$ cat src/rtl/game_session_ctrl.sv
`default_nettype none
// ============================================================================
//  Module   : game_session_ctrl
//  Purpose  : Multi-round session sequencer for the note-memory game datapath:
//             clear, pattern generation, load, start, key forwarding, timeout.
//  Revision : 1.0  initial release
// ============================================================================
module game_session_ctrl #(
    parameter int          NOTES       = 8,
    parameter int          TIMEOUT_CYC = 1000,
    parameter int          MAX_ROUNDS  = 3,
    parameter logic [15:0] LFSR_SEED   = 16'hACE1
) (
    input  logic                 clk,
    input  logic                 reset,
    input  logic                 start_req,
    input  logic                 key_strobe,
    input  logic [3:0]           key_code,
    input  logic                 music_busy_in,
    input  logic                 game_end_in,
    output logic                 game_rst_out,
    output logic [NOTES*4-1:0]   pattern_out,
    output logic                 pattern_we,
    output logic                 game_start_out,
    output logic                 keypad_en_out,
    output logic [3:0]           keypad_code_out,
    output logic [3:0]           round_out,
    output logic [7:0]           score_out,
    output logic                 timeout_out,
    output logic                 busy_out
);

    localparam int c_timer_w = $clog2(TIMEOUT_CYC + 1);
    localparam int c_gen_w   = (NOTES > 1) ? $clog2(NOTES) : 1;

    localparam logic [c_timer_w-1:0] c_timer_last = c_timer_w'(TIMEOUT_CYC - 1);
    localparam logic [c_timer_w-1:0] c_timer_one  = c_timer_w'(1);
    localparam logic [c_gen_w-1:0]   c_gen_last   = c_gen_w'(NOTES - 1);
    localparam logic [c_gen_w-1:0]   c_gen_one    = c_gen_w'(1);
    localparam logic [3:0]           c_round_last = 4'(MAX_ROUNDS - 1);

    typedef enum logic [2:0] {
        ST_IDLE  = 3'd0,
        ST_CLR   = 3'd1,
        ST_GEN   = 3'd2,
        ST_LOAD  = 3'd3,
        ST_START = 3'd4,
        ST_RUN   = 3'd5,
        ST_DONE  = 3'd6,
        ST_ABORT = 3'd7
    } state_t;

    state_t                 state_q,        state_d;
    logic [15:0]            lfsr_q,         lfsr_d;
    logic [c_timer_w-1:0]   timer_q,        timer_d;
    logic [c_gen_w-1:0]     gen_cnt_q,      gen_cnt_d;
    logic [NOTES*4-1:0]     pattern_buf_q,  pattern_buf_d;
    logic [NOTES*4-1:0]     pattern_out_q,  pattern_out_d;
    logic                   game_rst_q,     game_rst_d;
    logic                   pattern_we_q,   pattern_we_d;
    logic                   game_start_q,   game_start_d;
    logic                   keypad_en_q,    keypad_en_d;
    logic [3:0]             keypad_code_q,  keypad_code_d;
    logic [3:0]             round_q,        round_d;
    logic [7:0]             score_q,        score_d;
    logic                   timeout_q,      timeout_d;
    logic                   busy_q,         busy_d;

    logic [3:0]             w_note;

    // A zero nibble would be a silent note, so it is promoted to 1.
    assign w_note = (lfsr_q[3:0] == 4'h0) ? 4'h1 : lfsr_q[3:0];

    always_comb begin
        state_d       = state_q;
        lfsr_d        = {lfsr_q[14:0], lfsr_q[15] ^ lfsr_q[13] ^ lfsr_q[12] ^ lfsr_q[10]};
        timer_d       = timer_q;
        gen_cnt_d     = gen_cnt_q;
        pattern_buf_d = pattern_buf_q;
        pattern_out_d = pattern_out_q;
        keypad_en_d   = 1'b0;
        keypad_code_d = keypad_code_q;
        round_d       = round_q;
        score_d       = score_q;
        timeout_d     = timeout_q;

        case (state_q)
            ST_IDLE: begin
                if (start_req) begin
                    state_d   = ST_CLR;
                    score_d   = 8'd0;
                    round_d   = 4'd0;
                    timeout_d = 1'b0;
                end
            end
            ST_CLR: begin
                state_d       = ST_GEN;
                gen_cnt_d     = '0;
                pattern_buf_d = '0;
            end
            ST_GEN: begin
                for (int i = 0; i < NOTES; i++) begin
                    if (gen_cnt_q == c_gen_w'(i)) begin
                        pattern_buf_d[4*i +: 4] = w_note;
                    end
                end
                gen_cnt_d = gen_cnt_q + c_gen_one;
                if (gen_cnt_q == c_gen_last) begin
                    state_d       = ST_LOAD;
                    pattern_out_d = pattern_buf_d;
                end
            end
            ST_LOAD: begin
                state_d = ST_START;
            end
            ST_START: begin
                state_d = ST_RUN;
                timer_d = '0;
            end
            ST_RUN: begin
                // Round completion outranks both a coincident key and a timeout.
                if (game_end_in) begin
                    state_d = ST_DONE;
                end else if (key_strobe && !music_busy_in) begin
                    keypad_en_d   = 1'b1;
                    keypad_code_d = key_code;
                    timer_d       = '0;
                end else if (!music_busy_in) begin
                    if (timer_q == c_timer_last) begin
                        state_d   = ST_ABORT;
                        timeout_d = 1'b1;
                    end else begin
                        timer_d = timer_q + c_timer_one;
                    end
                end
            end
            ST_DONE: begin
                if (score_q != 8'hFF) begin
                    score_d = score_q + 8'd1;
                end
                if (round_q < c_round_last) begin
                    round_d = round_q + 4'd1;
                    state_d = ST_CLR;
                end else begin
                    state_d = ST_IDLE;
                end
            end
            ST_ABORT: begin
                timeout_d = 1'b1;
                state_d   = ST_IDLE;
            end
            default: begin
                state_d = ST_IDLE;
            end
        endcase

        // Strobes are registered from the next state so each one is high
        // for exactly the cycles spent in its state.
        game_rst_d   = (state_d == ST_CLR);
        pattern_we_d = (state_d == ST_LOAD);
        game_start_d = (state_d == ST_START);
        busy_d       = (state_d != ST_IDLE);
    end

    always_ff @(posedge clk or posedge reset) begin
        if (reset) begin
            state_q       <= ST_IDLE;
            lfsr_q        <= LFSR_SEED;
            timer_q       <= '0;
            gen_cnt_q     <= '0;
            pattern_buf_q <= '0;
            pattern_out_q <= '0;
            game_rst_q    <= 1'b0;
            pattern_we_q  <= 1'b0;
            game_start_q  <= 1'b0;
            keypad_en_q   <= 1'b0;
            keypad_code_q <= 4'h0;
            round_q       <= 4'd0;
            score_q       <= 8'd0;
            timeout_q     <= 1'b0;
            busy_q        <= 1'b0;
        end else begin
            state_q       <= state_d;
            lfsr_q        <= lfsr_d;
            timer_q       <= timer_d;
            gen_cnt_q     <= gen_cnt_d;
            pattern_buf_q <= pattern_buf_d;
            pattern_out_q <= pattern_out_d;
            game_rst_q    <= game_rst_d;
            pattern_we_q  <= pattern_we_d;
            game_start_q  <= game_start_d;
            keypad_en_q   <= keypad_en_d;
            keypad_code_q <= keypad_code_d;
            round_q       <= round_d;
            score_q       <= score_d;
            timeout_q     <= timeout_d;
            busy_q        <= busy_d;
        end
    end

    assign game_rst_out    = game_rst_q;
    assign pattern_out     = pattern_out_q;
    assign pattern_we      = pattern_we_q;
    assign game_start_out  = game_start_q;
    assign keypad_en_out   = keypad_en_q;
    assign keypad_code_out = keypad_code_q;
    assign round_out       = round_q;
    assign score_out       = score_q;
    assign timeout_out     = timeout_q;
    assign busy_out        = busy_q;

endmodule
`default_nettype wire
$ cat config.mk
export PLATFORM = sky130hd
export DESIGN_NAME = game_session_ctrl
export DESIGN_NICKNAME = d
export VERILOG_FILES = /design/src/rtl/game_session_ctrl.sv
export SDC_FILE = /design/constraint.sdc
export NUM_CORES = 1
export LEC_CHECK = 0
export BUFFER_PORTS_ARGS = -buffer_cell sky130_fd_sc_hd__buf_4
export CAP_MARGIN = 20
export CORE_MARGIN = 2
export CORE_UTILIZATION = 40
export CTS_BUF_LIST = sky130_fd_sc_hd__clkbuf_8
export DETAILED_ROUTE_END_ITERATION = 10
export SLEW_MARGIN = 20
export SYNTH_ARGS = -nofsm -noshare
export SYNTH_HDL_FRONTEND = slang
export SYNTH_SLANG_ARGS = --single-unit
$ cat constraint.sdc
create_clock -name clk -period 6.5 [get_ports clk]
set_clock_uncertainty 0.1 [all_clocks]
set_input_delay 0 -clock clk [delete_from_list [all_inputs] [get_ports clk]]
set_output_delay 0 -clock clk [all_outputs]
set_load 0.05 [all_outputs]
==> results.json, run 1 <==
{
  "hp-class": "input port to async pin",
  "finalSetupViolations": 0,
  "synth_edf_count": 0,
  "grt_max_degree": 86,
  "chipWidth_um": 116,
  "hold_viol": 0,
  "cts.clk_slew.worst_paths_ps": 70,
  "hpwl_um": 6560,
  "yosysTopAreaCell": "dfrtp_1",
  "synth_top_area_frac": 0.530,
  "cap_violations": 0,
  "ys_warn_count": 0,
  "cp.arrival_ps": 3180,
  "synth_area_um2": 5010,
  "cp_max_fo": 61,
  "grt_antenna_before_repair": 0,
  "die_area_um2": 13400,
  "postSynthAreaPerCell_um2": 11.5,
  "rows": 40,
  "initial_core_util": 0.414,
  "grt_pass1_wl_um": 17300,
  "viasPerCell": 5.00,
  "synthArstFlopShare": 1.00,
  "portBuffers": 63,
  "place.gp.congestion": 0.787,
  "syn_inst": 437,
  "drtPass1Iterations": 4,
  "seq_area_frac_synth": 0.572,
  "leakage_nw": 2.99,
  "globalRouteOverflowTotal": 0,
  "synthDistinctLibCells": 63,
  "layout.nets": 529,
  "final_util": 0.506,
  "synth_area_leaders": "dfrtp_1 53%, mux2i_1 6.2%, nand2_1 4.6%",
  "cts-root-buf": "clkbuf_8",
  "fin_crit_sh": 0.450,
  "setup.worst_path.class": "flop to flop",
  "final.min_clock_period_ps": 2930,
  "rr_startpoint": "state_q[1]",
  "cts_tree": "done",
  "reg2reg_to": "busy_out",
  "gr-usage-all-layers": 0.166,
  "area_growth_pct": 22.4,
  "post_cts_resized": 0,
  "layout_common_cells": "106 x dfrtp_1, 63 x buf_4, 61 x nand2_1",
  "drtAntennaViolNets": 0,
  "endpoint_kind": "flop",
  "fin_ws_ps": 3570,
  "htreeDepth": 4,
  "grt_pass1_vias": 3451,
  "layout_commonest_cell": "dfrtp_1",
  "clk_latency_ps": 420,
  "ios": 64,
  "rsz0062_at_grt": "false",
  "slew_violations": 0,
  "crit_required_ps": 6760,
  "cts_inserted_buffers": 17,
  "regToRegSetupSlack_ps": 3570,
  "first_iter_violations": 195,
  "post-place-ws_ps": 3580,
  "n_antenna_cell": 0,
  "drc": 0,
  "startpoint_type": "flop",
  "synthFlopType": "dfrtp_1",
  "tightest_slew_ps": 899,
  "stdcell_area_um2": 6130,
  "max_freq_ghz": 0.342,
  "slew_headroom": 0.399,
  "tns_ps": 0,
  "wirelength_um": 10200,
  "coreArea_um2": 12100,
  "clock_sinks": 114,
  "status": "finished clean",
  "place_area_um2": 5560,
  "synth_seq_cells": 114,
  "fp.dieH_um": 116,
  "synth_fp_nets": 456,
  "drive_gt1_frac": 0.241,
  "hold_ws_ps": 27.1,
  "avgRoutedWirePerCell_um": 14.8,
  "vias": 3452,
  "rr_worst_depth": 5,
  "powerDensity_nw_per_um2": 347,
  "clock_path_buffers": 2,
  "ir_drop_mv": 0.305
}
cell usage after synthesis (5+ instances only):
cell      count
a21oi_1       6
clkbuf_1     18
mux2i_1      31
nor2b_1       5
ha_1          9
a31oi_1       7
nand2b_1      7
dfrtp_1     106
dfstp_2       8
o21ai_0      36
inv_1         9
a22o_1       23
nor2_1       15
nand3_1       5
and2_1        6
nand2_1      61
worst max-delay path: stages (launching register included):
cell and delay [ps]:
dfrtp_1 670, nor3b_2 780, nand2_2 730, inv_2 290, o31a_1 180, or3_1 100
registers in the layout, summed over array words and instances (netlist names), 3 cells and up:
register         count
keypad_code_out      4
state_q              3
gen_cnt_q            3
lfsr_q              16
score_out            8
pattern_buf_q       28
timer_q             10
pattern_out         32
round_out            4
how the worst max path moves through the flow:
stage               start  endpoint  slack [ps]  cells after the start
2_1_floorplan       reset  busy_out        3400                      1
3_3_place_gp   state_q[1]  busy_out        3700                      5
3_5_place_dp   state_q[1]  busy_out        3580                      5
4_1_cts        state_q[1]  busy_out        3570                      5
5_1_grt        state_q[1]  busy_out        3240                      5
6_report       state_q[1]  busy_out        3570                      5
per-stage QoR:
stage / instances / total power, mW
6_report: 691 / 2.13
5_1_grt: 691 / 2.26
4_1_cts: 691 / 2.15
3_5_place_dp: 643 / 1.46
3_3_place_gp: 643 / 1.45
2_1_floorplan: 437 / 1.34
metal layers:
metal / global-route usage / wire length [µm] / share of wire
met5: 0 / 0 / 0
met4: 0.0571 / 107 / 0.010
met3: 0.0465 / 390 / 0.038
met2: 0.255 / 4870 / 0.48
met1: 0.227 / 4850 / 0.47
report_power, final:
| group | internal (mW) | switching (mW) | leakage, nW |
|---|---|---|---|
| sequential | 0.775 | 0.0812 | 1.54 |
| clock | 0.376 | 0.281 | 0.202 |
| combinational | 0.225 | 0.390 | 1.25 |
area by class of cell:
type / instances / area, µm²
fillers: 1118 / 5980
flip-flops and latches: 114 / 2860
multi-input cells: 287 / 1970
repair buffers: 80 / 644
clock buffers: 21 / 289
well taps: 168 / 210
clock inverters: 11 / 113
inverters: 10 / 40.0
what timing repair did:
action / 4_1_cts / 5_1_grt
endpoints found under the setup margin: 0 / 0
setup buffers: 0 / 0
hold endpoints to repair: 54 / 0
hold buffers: 16 / 0
kinds of logic after synthesis:
kind of cell	synth area share
AOI/OAI and AO/OA	0.143
xor gates and xnor gates	0.00875
adders and majority gates	0.0225
buffers and inverters	0.0350
DFF	0.572
muxes	0.0762
and+or+nand+nor	0.143
(Power assumes the default switching activity.)
==> run 2, diff against run 1 <==
Clock period 6.5 ns to 2.9 ns, I/O delays scaled along.
==> run 2 against run 1 <==
Net effect: register-to-register slack lost 3100 ps; sequential cell count is the same; fmax increased by 20%; critical path depth is 1 lower; combinational power increased by 130%; non-clock buffer count up 6; sequential power rose by 120%; count of clock-buffer cells in the layout unchanged; via count is 2.6% higher; sequential share of layout area down 0.68 points; cell count rose by 0.87%.
==> results.json, run 2 (synthesis results as in run 1) <==
{
  "status": "finished clean",
  "grt_max_degree": 73,
  "tightest_slew_ps": 756,
  "htreeDepth": 4,
  "die_area_um2": 13400,
  "cts_tree": "done",
  "fin_crit_sh": 0.843,
  "drive_gt1_frac": 0.259,
  "clock_path_buffers": 2,
  "wirelength_um": 10300,
  "globalRouteOverflowTotal": 0,
  "drc": 0,
  "powerDensity_nw_per_um2": 785,
  "avgRoutedWirePerCell_um": 14.8,
  "fp.dieH_um": 116,
  "n_antenna_cell": 0,
  "tns_ps": 0,
  "endpoint_kind": "flop",
  "initial_core_util": 0.414,
  "slew_headroom": 0.495,
  "stdcell_area_um2": 6220,
  "clock_sinks": 114,
  "coreArea_um2": 12100,
  "hold_viol": 0,
  "rows": 40,
  "hp-class": "input port to async pin",
  "slew_violations": 0,
  "setup.worst_path.class": "flop to flop",
  "hpwl_um": 6690,
  "max_freq_ghz": 0.409,
  "portBuffers": 63,
  "crit_required_ps": 3120,
  "ios": 64,
  "layout.nets": 535,
  "grt_antenna_before_repair": 0,
  "cts.clk_slew.worst_paths_ps": 60,
  "startpoint_type": "flop",
  "cts-root-buf": "clkbuf_8",
  "cp_max_fo": 14,
  "clk_latency_ps": 440,
  "ir_drop_mv": 0.599,
  "viasPerCell": 5.08,
  "drtPass1Iterations": 4,
  "area_growth_pct": 24.2,
  "vias": 3541,
  "cap_violations": 0,
  "drtAntennaViolNets": 0,
  "grt_pass1_vias": 3557,
  "largest_reg_flops": 32,
  "gr-usage-all-layers": 0.166,
  "rsz0062_at_grt": "false",
  "layout_common_cells": "106 x dfrtp_1, 70 x buf_4, 61 x nand2_1",
  "total_power_mw": 4.88,
  "final.min_clock_period_ps": 2440,
  "grt_pass1_wl_um": 17200,
  "regToRegSetupSlack_ps": 460,
  "layout_commonest_cell": "dfrtp_1",
  "leakage_nw": 3.04,
  "first_iter_violations": 158,
  "chipWidth_um": 116,
  "cts_inserted_buffers": 17,
  "place.gp.congestion": 0.801,
  "place_area_um2": 5620,
  "finalSetupViolations": 0,
  "cp.arrival_ps": 2660
}
-- run 2: what timing repair did --
action	CTS	global route
hold endpoints to repair	58	0
endpoints found under the setup margin	0	1
hold buffers	16	0
setup buffers	0	2
resized for setup	0	3
-- run 2: where the power goes --
part	total (mW)	internal, mW	switching (mW)
sequential	1.92	1.74	0.184
clock	1.56	0.930	0.632
combinational	1.40	0.514	0.887
total	4.88	3.18	1.70
-- run 2: through the flow --
| step | util | instances | worst slack (ps) | hold WS, ps |
|---|---|---|---|---|
| final | 0.514 | 697 | 455 | 158 |
| after global routing | 0.514 | 697 | 373 | 205 |
| after CTS | 0.512 | 696 | 85.0 | 147 |
| after detailed placement | 0.464 | 648 | 666 | 76.6 |
| after global placement | 0.464 | 648 | 698 | 77.2 |
| after floorplan | - | 437 | 1070 | 48.5 |
-- run 2: layout make-up --
| type | count | area [µm²] |
|---|---|---|
| sequential | 114 | 2860 |
| inverter | 10 | 41.3 |
| fill | 1116 | 5890 |
| clock inverter | 11 | 133 |
| clock buffer | 21 | 289 |
| tap | 168 | 210 |
| timing repair buffer | 86 | 696 |
| multi-input combinational | 287 | 1990 |
-- run 2: final timing paths --
check                            from                 end  cells past startpoint
setup / recovery           state_q[0]  keypad_code_out[3]                      4
hold / removal                  reset          lfsr_q[12]                      3
setup reg to reg           state_q[0]  keypad_code_out[3]                      4
hold reg to reg             lfsr_q[8]           lfsr_q[9]                      0
max in group asynchronous       reset           lfsr_q[7]                      4
min in group clk            lfsr_q[8]           lfsr_q[9]                      0
-- run 2: critical path, cell delays in order, from the launching register on --
cell	delay (ps)
dfrtp_1	650
nand2_4	120
or4_4	570
mux2_4	320
dlygate4sd3_1	560
-- run 2: metal layers --
| layer | GRT usage | wire, µm | vias up |
|---|---|---|---|
| li1 | - | - | 1712 |
| met1 | 0.210 | 4740 | 1725 |
| met2 | 0.261 | 4900 | 83 |
| met3 | 0.0554 | 442 | 21 |
| met4 | 0.0746 | 256 | 0 |
| met5 | 0 | 0 | - |
